`config.mk`:
```
export PLATFORM = sky130hd
export DESIGN_NAME = frame_buf_ctrl
export DESIGN_NICKNAME = d
export VERILOG_FILES = /design/src/rtl/fb_pkg.sv /design/src/rtl/fb_wr_fifo.sv /design/src/rtl/frame_buf_ctrl.sv
export SDC_FILE = /design/constraint.sdc
export NUM_CORES = 1
export LEC_CHECK = 0
export ABC_AREA = 1
export CELL_PAD_IN_SITES_DETAIL_PLACEMENT = 0
export CELL_PAD_IN_SITES_GLOBAL_PLACEMENT = 2
export CORE_ASPECT_RATIO = 0.8
export CORE_MARGIN = 2
export CORE_UTILIZATION = 35
export CTS_BUF_LIST = sky130_fd_sc_hd__clkbuf_8
export CTS_CLUSTER_DIAMETER = 30
export CTS_CLUSTER_SIZE = 30
export DETAILED_ROUTE_END_ITERATION = 12
export GPL_ROUTABILITY_DRIVEN = 0
export MAX_ROUTING_LAYER = met4
export PLACE_DENSITY_LB_ADDON = 0.1
export SYNTH_ARGS = -nofsm -noshare
export SYNTH_HDL_FRONTEND = slang
export SYNTH_HIERARCHICAL = 1
export SYNTH_SLANG_ARGS = --single-unit
```
`constraint.sdc`:
```
create_clock -name clk -period 3.1 [get_ports clk]
set_input_delay 0.62 -clock clk [delete_from_list [all_inputs] [get_ports clk]]
set_output_delay 0.62 -clock clk [all_outputs]
set_load 0.005 [all_outputs]
```
`src/rtl/fb_pkg.sv`:
```
// Shared definitions for the frame-buffer controller.
// Contents: write-FSM state type, a constant-friendly clog2, the RGB444
// pixel width and the default background colour.
package fb_pkg;

  localparam int RGB444_W = 12;
  localparam logic [RGB444_W-1:0] BG_DEFAULT = 12'h000;

  typedef enum logic {
    W_FILL,
    W_DONE
  } wr_state_t;

  // Number of bits needed to index 'value' items (clog2(1) = 0).
  function automatic int clog2(input int value);
    int result;
    result = 0;
    for (int i = 0; i < 31; i++) begin
      if ((1 << i) < value) result = i + 1;
    end
    return result;
  endfunction

endpackage

```
`src/rtl/fb_wr_fifo.sv`:
```
// Synchronous write FIFO for pending rx pixels.
// Ports:
//   clk, rst          clock and synchronous active-high reset
//   push, push_data   enqueue request and data (ignored when full unless a
//                     pop happens in the same cycle)
//   pop               dequeue request (ignored when empty)
//   flush             empties the FIFO on the next edge
//   pop_data          head of the FIFO (show-ahead)
//   full, empty       occupancy flags
module fb_wr_fifo
  import fb_pkg::*;
#(
  parameter int DEPTH = 16,
  parameter int DW    = 12
) (
  input  logic          clk,
  input  logic          rst,
  input  logic          push,
  input  logic [DW-1:0] push_data,
  input  logic          pop,
  input  logic          flush,
  output logic [DW-1:0] pop_data,
  output logic          full,
  output logic          empty
);

  localparam int PW = clog2(DEPTH);

  logic [DW-1:0] store [DEPTH];
  logic [PW:0]   wr_ptr;
  logic [PW:0]   rd_ptr;
  logic          do_pop;
  logic          do_push;

  // Extra pointer MSB distinguishes full from empty when the indices match.
  assign empty    = (wr_ptr == rd_ptr);
  assign full     = (wr_ptr[PW] != rd_ptr[PW]) && (wr_ptr[PW-1:0] == rd_ptr[PW-1:0]);
  assign do_pop   = pop && !empty;
  // A pop in the same cycle frees the slot, so a push on full is accepted.
  assign do_push  = push && (!full || do_pop);
  assign pop_data = store[rd_ptr[PW-1:0]];

  always_ff @(posedge clk) begin
    if (rst || flush) begin
      wr_ptr <= '0;
      rd_ptr <= '0;
    end else begin
      if (do_push) wr_ptr <= wr_ptr + 1'b1;
      if (do_pop)  rd_ptr <= rd_ptr + 1'b1;
    end
  end

  always_ff @(posedge clk) begin
    if (do_push) store[wr_ptr[PW-1:0]] <= push_data;
  end

endmodule

```
`src/rtl/frame_buf_ctrl.sv`:
```
// Multi-bank frame-buffer controller between the rx pixel stream and the
// VGA timing generator, sharing one single-port SPRAM.
// Ports:
//   clk, rst              clock and synchronous active-high reset
//   rx_valid, rx_data     incoming pixel strobe and value (raster order)
//   wr_abort              discard the partially received frame
//   x_addr, y_addr        current VGA column/row
//   frame_start           pulse at vertical-blank start; bank swap point
//   pix_out               pixel for the coordinates sampled two clocks
//                         before the edge that updates it
//   mem_addr/wdata/we     SPRAM command (registered)
//   mem_rdata             SPRAM read data, one clock after mem_addr
//   front_bank            bank currently displayed
//   frame_ready           back bank full, waiting for frame_start
//   overflow              sticky: an rx pixel was dropped on a full FIFO
module frame_buf_ctrl
  import fb_pkg::*;
#(
  parameter int               PIX_W      = RGB444_W,
  parameter int               W          = 160,
  parameter int               H          = 120,
  parameter int               NBANK      = 2,
  parameter int               SCALE_LG2  = 0,
  parameter int               STARTROW   = 0,
  parameter int               STARTCOL   = 0,
  parameter int               FIFO_DEPTH = 16,
  parameter logic [PIX_W-1:0] BG_COLOR   = BG_DEFAULT,
  localparam int              AW         = clog2(W * H) + clog2(NBANK)
) (
  input  logic             clk,
  input  logic             rst,
  input  logic             rx_valid,
  input  logic [PIX_W-1:0] rx_data,
  input  logic             wr_abort,
  input  logic [11:0]      x_addr,
  input  logic [11:0]      y_addr,
  input  logic             frame_start,
  output logic [PIX_W-1:0] pix_out,
  output logic [AW-1:0]    mem_addr,
  output logic [PIX_W-1:0] mem_wdata,
  output logic             mem_we,
  input  logic [PIX_W-1:0] mem_rdata,
  output logic [1:0]       front_bank,
  output logic             frame_ready,
  output logic             overflow
);

  localparam logic [AW-1:0] NPIX_A = AW'(W * H);
  localparam logic [AW-1:0] W_A    = AW'(W);
  localparam logic [11:0]   WIN_W  = 12'(W << SCALE_LG2);
  localparam logic [11:0]   WIN_H  = 12'(H << SCALE_LG2);

  wr_state_t        state;
  logic [1:0]       back_bank;
  logic [1:0]       back_bank_next;
  logic [AW-1:0]    pix_cnt;
  logic             win_s1;
  logic             win_s2;

  logic [12:0]      x_rel;
  logic [12:0]      y_rel;
  logic             in_win;
  logic [AW-1:0]    raddr;
  logic [AW-1:0]    waddr;
  logic             pop_en;

  logic [PIX_W-1:0] fifo_dout;
  logic             fifo_full;
  logic             fifo_empty;

  // Stage S0: window test and read address. The extra MSB of the
  // subtraction is a borrow flag, so coordinates left of/above the window
  // are rejected without any wrap-around reaching the address math.
  always_comb begin
    x_rel  = {1'b0, x_addr} - 13'(STARTCOL);
    y_rel  = {1'b0, y_addr} - 13'(STARTROW);
    in_win = !x_rel[12] && (x_rel[11:0] < WIN_W) &&
             !y_rel[12] && (y_rel[11:0] < WIN_H);
    raddr  = AW'(front_bank) * NPIX_A
           + AW'(y_rel[11:0] >> SCALE_LG2) * W_A
           + AW'(x_rel[11:0] >> SCALE_LG2);
    waddr  = AW'(back_bank) * NPIX_A + pix_cnt;
  end

  // Reads own the port whenever the beam is inside the window; writes only
  // drain while filling, so a completed back bank is never overwritten.
  assign pop_en = !in_win && !fifo_empty && (state == W_FILL) && !wr_abort;

  // Next back bank: successor modulo NBANK. The successor of the old back
  // bank can never equal it (NBANK >= 2), so the new front is skipped.
  always_comb begin
    back_bank_next = (back_bank == 2'(NBANK - 1)) ? 2'd0 : back_bank + 2'd1;
  end

  fb_wr_fifo #(
    .DEPTH (FIFO_DEPTH),
    .DW    (PIX_W)
  ) u_fifo (
    .clk       (clk),
    .rst       (rst),
    .push      (rx_valid && !wr_abort),
    .push_data (rx_data),
    .pop       (pop_en),
    .flush     (wr_abort),
    .pop_data  (fifo_dout),
    .full      (fifo_full),
    .empty     (fifo_empty)
  );

  always_ff @(posedge clk) begin
    if (rst) begin
      state       <= W_FILL;
      back_bank   <= 2'd1;
      front_bank  <= 2'd0;
      pix_cnt     <= '0;
      frame_ready <= 1'b0;
      overflow    <= 1'b0;
      mem_addr    <= '0;
      mem_wdata   <= '0;
      mem_we      <= 1'b0;
      win_s1      <= 1'b0;
      win_s2      <= 1'b0;
      pix_out     <= BG_COLOR;
    end else begin
      // S1 holds the address at the RAM; S2 captures the returned pixel.
      win_s1  <= in_win;
      win_s2  <= win_s1;
      pix_out <= win_s2 ? mem_rdata : BG_COLOR;

      if (in_win) begin
        mem_we   <= 1'b0;
        mem_addr <= raddr;
      end else if (pop_en) begin
        mem_we    <= 1'b1;
        mem_addr  <= waddr;
        mem_wdata <= fifo_dout;
      end else begin
        mem_we <= 1'b0;
      end

      if (rx_valid && fifo_full && !pop_en && !wr_abort) overflow <= 1'b1;

      if (wr_abort) begin
        pix_cnt     <= '0;
        state       <= W_FILL;
        frame_ready <= 1'b0;
      end else begin
        case (state)
          W_FILL: begin
            if (pop_en) begin
              if (pix_cnt == NPIX_A - 1'b1) begin
                state       <= W_DONE;
                frame_ready <= 1'b1;
              end else begin
                pix_cnt <= pix_cnt + 1'b1;
              end
            end
          end
          W_DONE: begin
            if (frame_start) begin
              front_bank  <= back_bank;
              back_bank   <= back_bank_next;
              pix_cnt     <= '0;
              frame_ready <= 1'b0;
              state       <= W_FILL;
            end
          end
          default: state <= W_FILL;
        endcase
      end
    end
  end

endmodule

```
==> flow_summary.ini, run 1 <==
[status]
status = finished clean

[worst_setup_path]
crit_family = adder cells
cpPeakStageDelay_ns = 0.43
path_cells = clkdlybuf4s50_1 -> ha_1 -> ha_4 -> buf_4 -> xnor2_1 -> inv_1 -> ha_1 -> ha_1 -> nand2_1 -> inv_1 -> a21oi_1 -> nand2_1 -> a21oi_1 -> o21ai_0 -> nor3b_2
criticalPathCategory = in2reg
slowest_stage = clkdlybuf4s50_1
cp.arrival_ns = 3.35
path_buf_inv = 4
crit_fanout = 4
cp_data_required_time_ns = 3.57
startpoint_type = input port
cp_common_cell = ha_1
endpoint_kind = register

[timing]
finalCriticalPeriod_ns = 2.88
finalCritPeriodShare = 0.928
slew_headroom = 0.529
max_freq_ghz = 0.347
fin_worst_skew_ns = 0.0309
finalHoldViolations = 0
rsz0062_at_grt = no
worstMarginPinSlew_ns = 0.707
setup_viol = 0
holdWs_ns = 0.416
slew_violations = 0

[route]
viasPerCell = 4.84
drcViolationCount = 0
drtIter0Drc = 613
first_pass_iters = 5
ant_nets = 0
drt-total-wl_um = 36200
vias = 9617
avgRoutedWirePerCell_um = 18.2

[global_route]
grt_pass1_vias = 9363
overflow = 0
grt_pass1_wl_um = 55800
grt_usage = 0.199
grt_max_degree = 67
grt_antenna_before_repair = 3

[synthesis]
ys_seq_area_frac = 0.579
synthAdderAreaFrac = 0.0602
synth_top_area_cell = edfxtp_1
yosys.area_share.simple = 0.176
synth_area_per_cell_um2 = 9.98
async_reset_ff_frac = 0
synthMuxAreaShare = 0
synth_flop_cell = edfxtp_1
syn-num-nets = 1384
synth_most_common_cell = nor2_1
synthCells = 1274
synthTopCellsByCount = nor2_1, edfxtp_1, nand2_1, o21ai_0, inv_1
synth_compound_area_frac = 0.113
synth_area_um2 = 12700
ys_types = 46
ys_ff_latch = 272
synthXorXnorAreaFrac = 0.0172
synth-edff-count = 192
yosysWarnings = 6
synth_area_leaders = edfxtp_1, dfxtp_1, nor2_1
synth_top_area_share = 0.453
synth_top_family_by_area = simple AND/OR/NAND/NOR gates

[cts]
cts_sinks = 272
numCtsBuffers = 59
htree_levels = 2
cts_tree = done
cts_root_buf = clkbuf_8
ctsLongestPathBuffers = 3
postCtsSetupRepairBufs = 0
clkLatencyLatePin_ns = 0.62
clk_pin_slew_worst_paths_ns = 0.06

[placement]
port_buffers = 97
dp_hpwl_um = 25000

[finish]
layout-drive-gt1-share = 0.171
synthToLayoutAreaGrowth_pct = 28.1
final_nets = 1566
final_util = 0.455
fill_cells = 3527

[die]
die_area_um2 = 37900
fp.dieH_um = 174
initial_core_util = 0.355
core_region_area_um2 = 35800
rows = 62
fp.dieW_um = 217
pin_count = 98

[hold_path]
hp-class = reg2reg

[power]
p_leak_nw = 6.16
p_total_mw = 9.28
power_density_nw_per_um2 = 570
ir_drop_mv = 0.471

[flow_run]
drv_cap = 0
layout make-up:
cell class	instances	area (um^2)	area share
flip-flops and latches	272	7370	0.452
repair buffers	178	1620	0.0992
multi-input cells	841	4890	0.300
well taps	480	601	0.0369
diodes	3	7.51	0.000461
inverters	104	395	0.0243
clock inverters	49	574	0.0353
clock buffers	61	840	0.0515
cell usage in the layout (no fill, tap or decap), types with 6 or more instances in the layout:
cell and instances:
o21ai_1 6, xor2_1 11, o21ai_0 109, nand2_2 9, nand2_1 188, nand4_1 23
o22ai_1 8, clkdlybuf4s50_1 90, o221ai_1 32, a21oi_1 53, bufinv_16 10, ha_4 13
inv_1 92, clkinvlp_4 10, inv_2 15, fa_1 6, xnor2_1 12, buf_4 77
clkinv_1 7, clkinv_4 8, edfxtp_1 192, clkbuf_8 61, nor2_1 203, dfxtp_1 78
ha_1 36, o211ai_1 18, nand3_1 57
sequential cells by signal, summed over array words and instances (netlist names), 2 cells and up, named ones only:
signal,cells
back_bank,2
front_bank,2
mem_addr,16
mem_wdata,12
pix_cnt,16
pix_out,12
u_fifo/rd_ptr,5
u_fifo/store,192
u_fifo/wr_ptr,5
tightest hold or removal path, cell delays in order (launching register included):
cell,delay (ns)
dfxtp_1,0.30
inv_1,0.04
nor2_1,0.03
repair_timing:
action | in CTS | in global routing
endpoints found under the hold margin | 0 | 0
hold buffers | 0 | 0
pin swaps | 9 | 8
gates resized for setup | 8 | 25
endpoints found under the setup margin | 5 | 5
metal layers:
metal	vias up	GRT usage	wire (um)
met5	-	-	0
met4	0	0.0442	467
met3	41	0.0446	2070
met2	206	0.274	15000
met1	4556	0.295	18700
li1	4814	-	-
through the flow:
step | instance area [um^2] | setup slack, ns | std cells | TNS [ns]
after global routing | 16300 | 0.00879 | 1988 | 0
after global placement | 14800 | -0.728 | 1875 | -4.54
final | 16300 | 0.222 | 1988 | 0
after CTS | 16200 | 0.0103 | 1985 | 0
after detailed placement | 14800 | -0.758 | 1875 | -4.61
after floorplan | 12800 | -0.0169 | 1274 | -0.0169
kinds of logic (layout without fill, tap and decap cells):
group | after synthesis | after routing
and+or+nand+nor | 513 | 513
DFF | 272 | 272
AOI/OAI and AO/OA | 246 | 246
xor gates and xnor gates | 25 | 25
other | 0 | 3
adders and majority gates | 57 | 57
buffers and inverters | 161 | 392
power by group:
group	switching [mW]	total [mW]	leakage (nW)	internal, mW
sequential	0.0145	3.93	2.38	3.91
clock	1.81	4.55	0.698	2.74
combinational	0.421	0.801	3.08	0.380
total	2.24	9.28	6.16	7.04
worst paths after layout:
check,startpoint,to,slack [ns],cells past startpoint
worst max-delay path,y_addr[7],mem_addr[13],0.22,15
worst min-delay path,win_s1,win_s2,0.42,2
worst max register to register,front_bank[1],mem_addr[13],0.56,12
worst min register to register,win_s1,win_s2,0.42,2
(Power assumes the default switching activity.)
==> inputs of run 2 (changes only) <==
- CTS_CLUSTER_SIZE: 30 -> 12
==> results of run 2 <==
The final DEF is identical to that of run 1; final timing and power are the same.
==> inputs of run 3 (changes only) <==
- CORE_UTILIZATION: 35 -> 39
- clock period: 3.1 -> 2.91 ns (I/O delays scaled with it)
==> run 3 against run 2 <==
Highest routed layer unchanged. Count of clock-buffer cells in the layout down 3. Largest cell class unchanged. First-iteration DRC count up 14%. Core utilization up 5.1 points. Clock skew up 0.0015 ns. Register-to-register slack worse by 0.16 ns. Total power up 6.7%. Die area down 10%. Via count up 0.90%. Worst setup slack worse by 0.18 ns.
==> flow_summary.ini, run 3 (synthesis gave the netlist of run 1 again) <==
[placement]
placed_area_um2 = 14800
place_ws_ns = -0.954
port_buffers = 97
dp_hpwl_um = 23200

[route]
vias = 9704
avgRoutedWirePerCell_um = 18.1
drt-total-wl_um = 35100
first_pass_iters = 5
viasPerCell = 5.00
ant_nets = 0
drcViolationCount = 0
drtIter0Drc = 696

[power]
p_sw_frac = 0.241
power.switching_mw = 2.38
clkPwrFrac = 0.490
power_density_nw_per_um2 = 605
combPwrFrac = 0.088
p_leak_nw = 6.21
ir_drop_mv = 0.360
seqPwrFrac = 0.422
p_int_mw = 7.52

[timing]
max_freq_ghz = 0.348
finalHoldViolations = 0
finalCriticalPeriod_ns = 2.87
holdWs_ns = 0.428
slew_headroom = 0.585
rsz0062_at_grt = yes
worst_slack_ns = 0.0387
setup_viol = 0
slew_violations = 0
worstMarginPinSlew_ns = 0.623
finalCritPeriodShare = 0.987
fin_worst_skew_ns = 0.0325

[cts]
cts_hold_buffers = 0
ctsLongestPathBuffers = 3
htree_levels = 2
cts_sinks = 272
cts_tree = done
clk_pin_slew_worst_paths_ns = 0.05
cts_root_buf = clkbuf_8
clkLatencyLatePin_ns = 0.62
numCtsBuffers = 58

[finish]
final_util = 0.506
mostFrequentLayoutCells = nor2_1, edfxtp_1, nand2_1
layout-drive-gt1-share = 0.176
final_nets = 1571
synthToLayoutAreaGrowth_pct = 28.7
largest_reg_flops = 192
final_common_cell = nor2_1
design_area_um2 = 16400

[global_route]
grt_antenna_before_repair = 3
grt_usage = 0.218
grt_pass1_vias = 9477
grt_pass1_wl_um = 54700
overflow = 0
grt_max_degree = 97

[flow_run]
drv_cap = 0

[worst_setup_path]
slowest_stage = fa_2
cp.arrival_ns = 3.41
endpoint_kind = register
path_cells = buf_12 -> ha_4 -> ha_4 -> inv_2 -> fa_2 -> o21ai_2 -> nand2_1 -> nand2_2 -> a21oi_2 -> xnor2_1 -> ha_1 -> ha_4 -> a21o_1 -> nor2_1 -> nand2_1 -> nor2_2 -> nand3_1 -> nand2_1 -> nand2_1 -> a21oi_1
crit_family = adder cells
path_buf_inv = 2
crit_fanout = 3
cpPeakStageDelay_ns = 0.41
criticalPathCategory = in2reg
cp_common_cell = nand2_1
cp_data_required_time_ns = 3.45
startpoint_type = input port

[die]
fp.dieW_um = 206
rows = 59
fp.dieH_um = 165
initial_core_util = 0.393
core_region_area_um2 = 32300
die_area_um2 = 34100
pin_count = 98

[status]
status = finished clean

[hold_path]
hp-class = reg2reg
==> run 3: path summary, 6_finish.rpt <==
kind | start | to | slack [ns] | cells past startpoint
hold reg to reg | win_s1 | win_s2 | 0.43 | 2
setup reg to reg | u_fifo/wr_ptr[2] | u_fifo/store[13][2] | 0.40 | 15
setup / recovery | y_addr[3] | mem_addr[15] | 0.04 | 20
hold / removal | win_s1 | win_s2 | 0.43 | 2
==> run 3: stage by stage <==
step,setup TNS (ns),total power [mW],instances
final,0,9.90,1940
after global routing,-0.0914,10.3,1940
after CTS,0,9.99,1936
after detailed placement,-41.17,5.09,1827
after global placement,-40.00,5.10,1827
after floorplan,-0.471,4.71,1274
==> run 3: what timing repair did <==
item | in CTS | in global routing
pin swaps | 9 | 19
buffers inserted | 0 | 1
resized for setup | 22 | 24
hold endpoints to repair | 0 | 0
endpoints found under the setup margin | 6 | 5
==> run 3: power groups by stage <==
stage	sequential [mW]	clock, mW	combinational (mW)
2_1_floorplan	4.26	0	0.449
3_3_place_gp	4.26	0	0.832
3_5_place_dp	4.26	0	0.830
4_1_cts	4.18	4.95	0.860
5_1_grt	4.18	5.15	0.983
6_report	4.18	4.85	0.873
==> run 3: cell type report <==
class	instances	area, um^2
repair buffers	184	1770
well taps	427	534
diodes	3	7.51
clock inverters	51	588
flip-flops and latches	272	7370
inverters	104	395
clock buffers	58	798
multi-input cells	841	4900
fillers	3033	16000
==> run 3: worst reg2reg max path: cells and delay by family, from the launching register on <==
family	cells	cell delay, ns
AND/OR/NAND/NOR	11	1.15
buffers and inverters	4	0.52
flip-flops	1	0.51
==> run 3: metal layers <==
layer  global-route usage  vias to the layer above  part of all wire
met1                0.324                     4618              0.51
li1                     -                     4821                 -
met3               0.0408                       45             0.055
met5                    -                        -                 0
met4               0.0558                        0             0.014
met2                0.304                      220              0.42
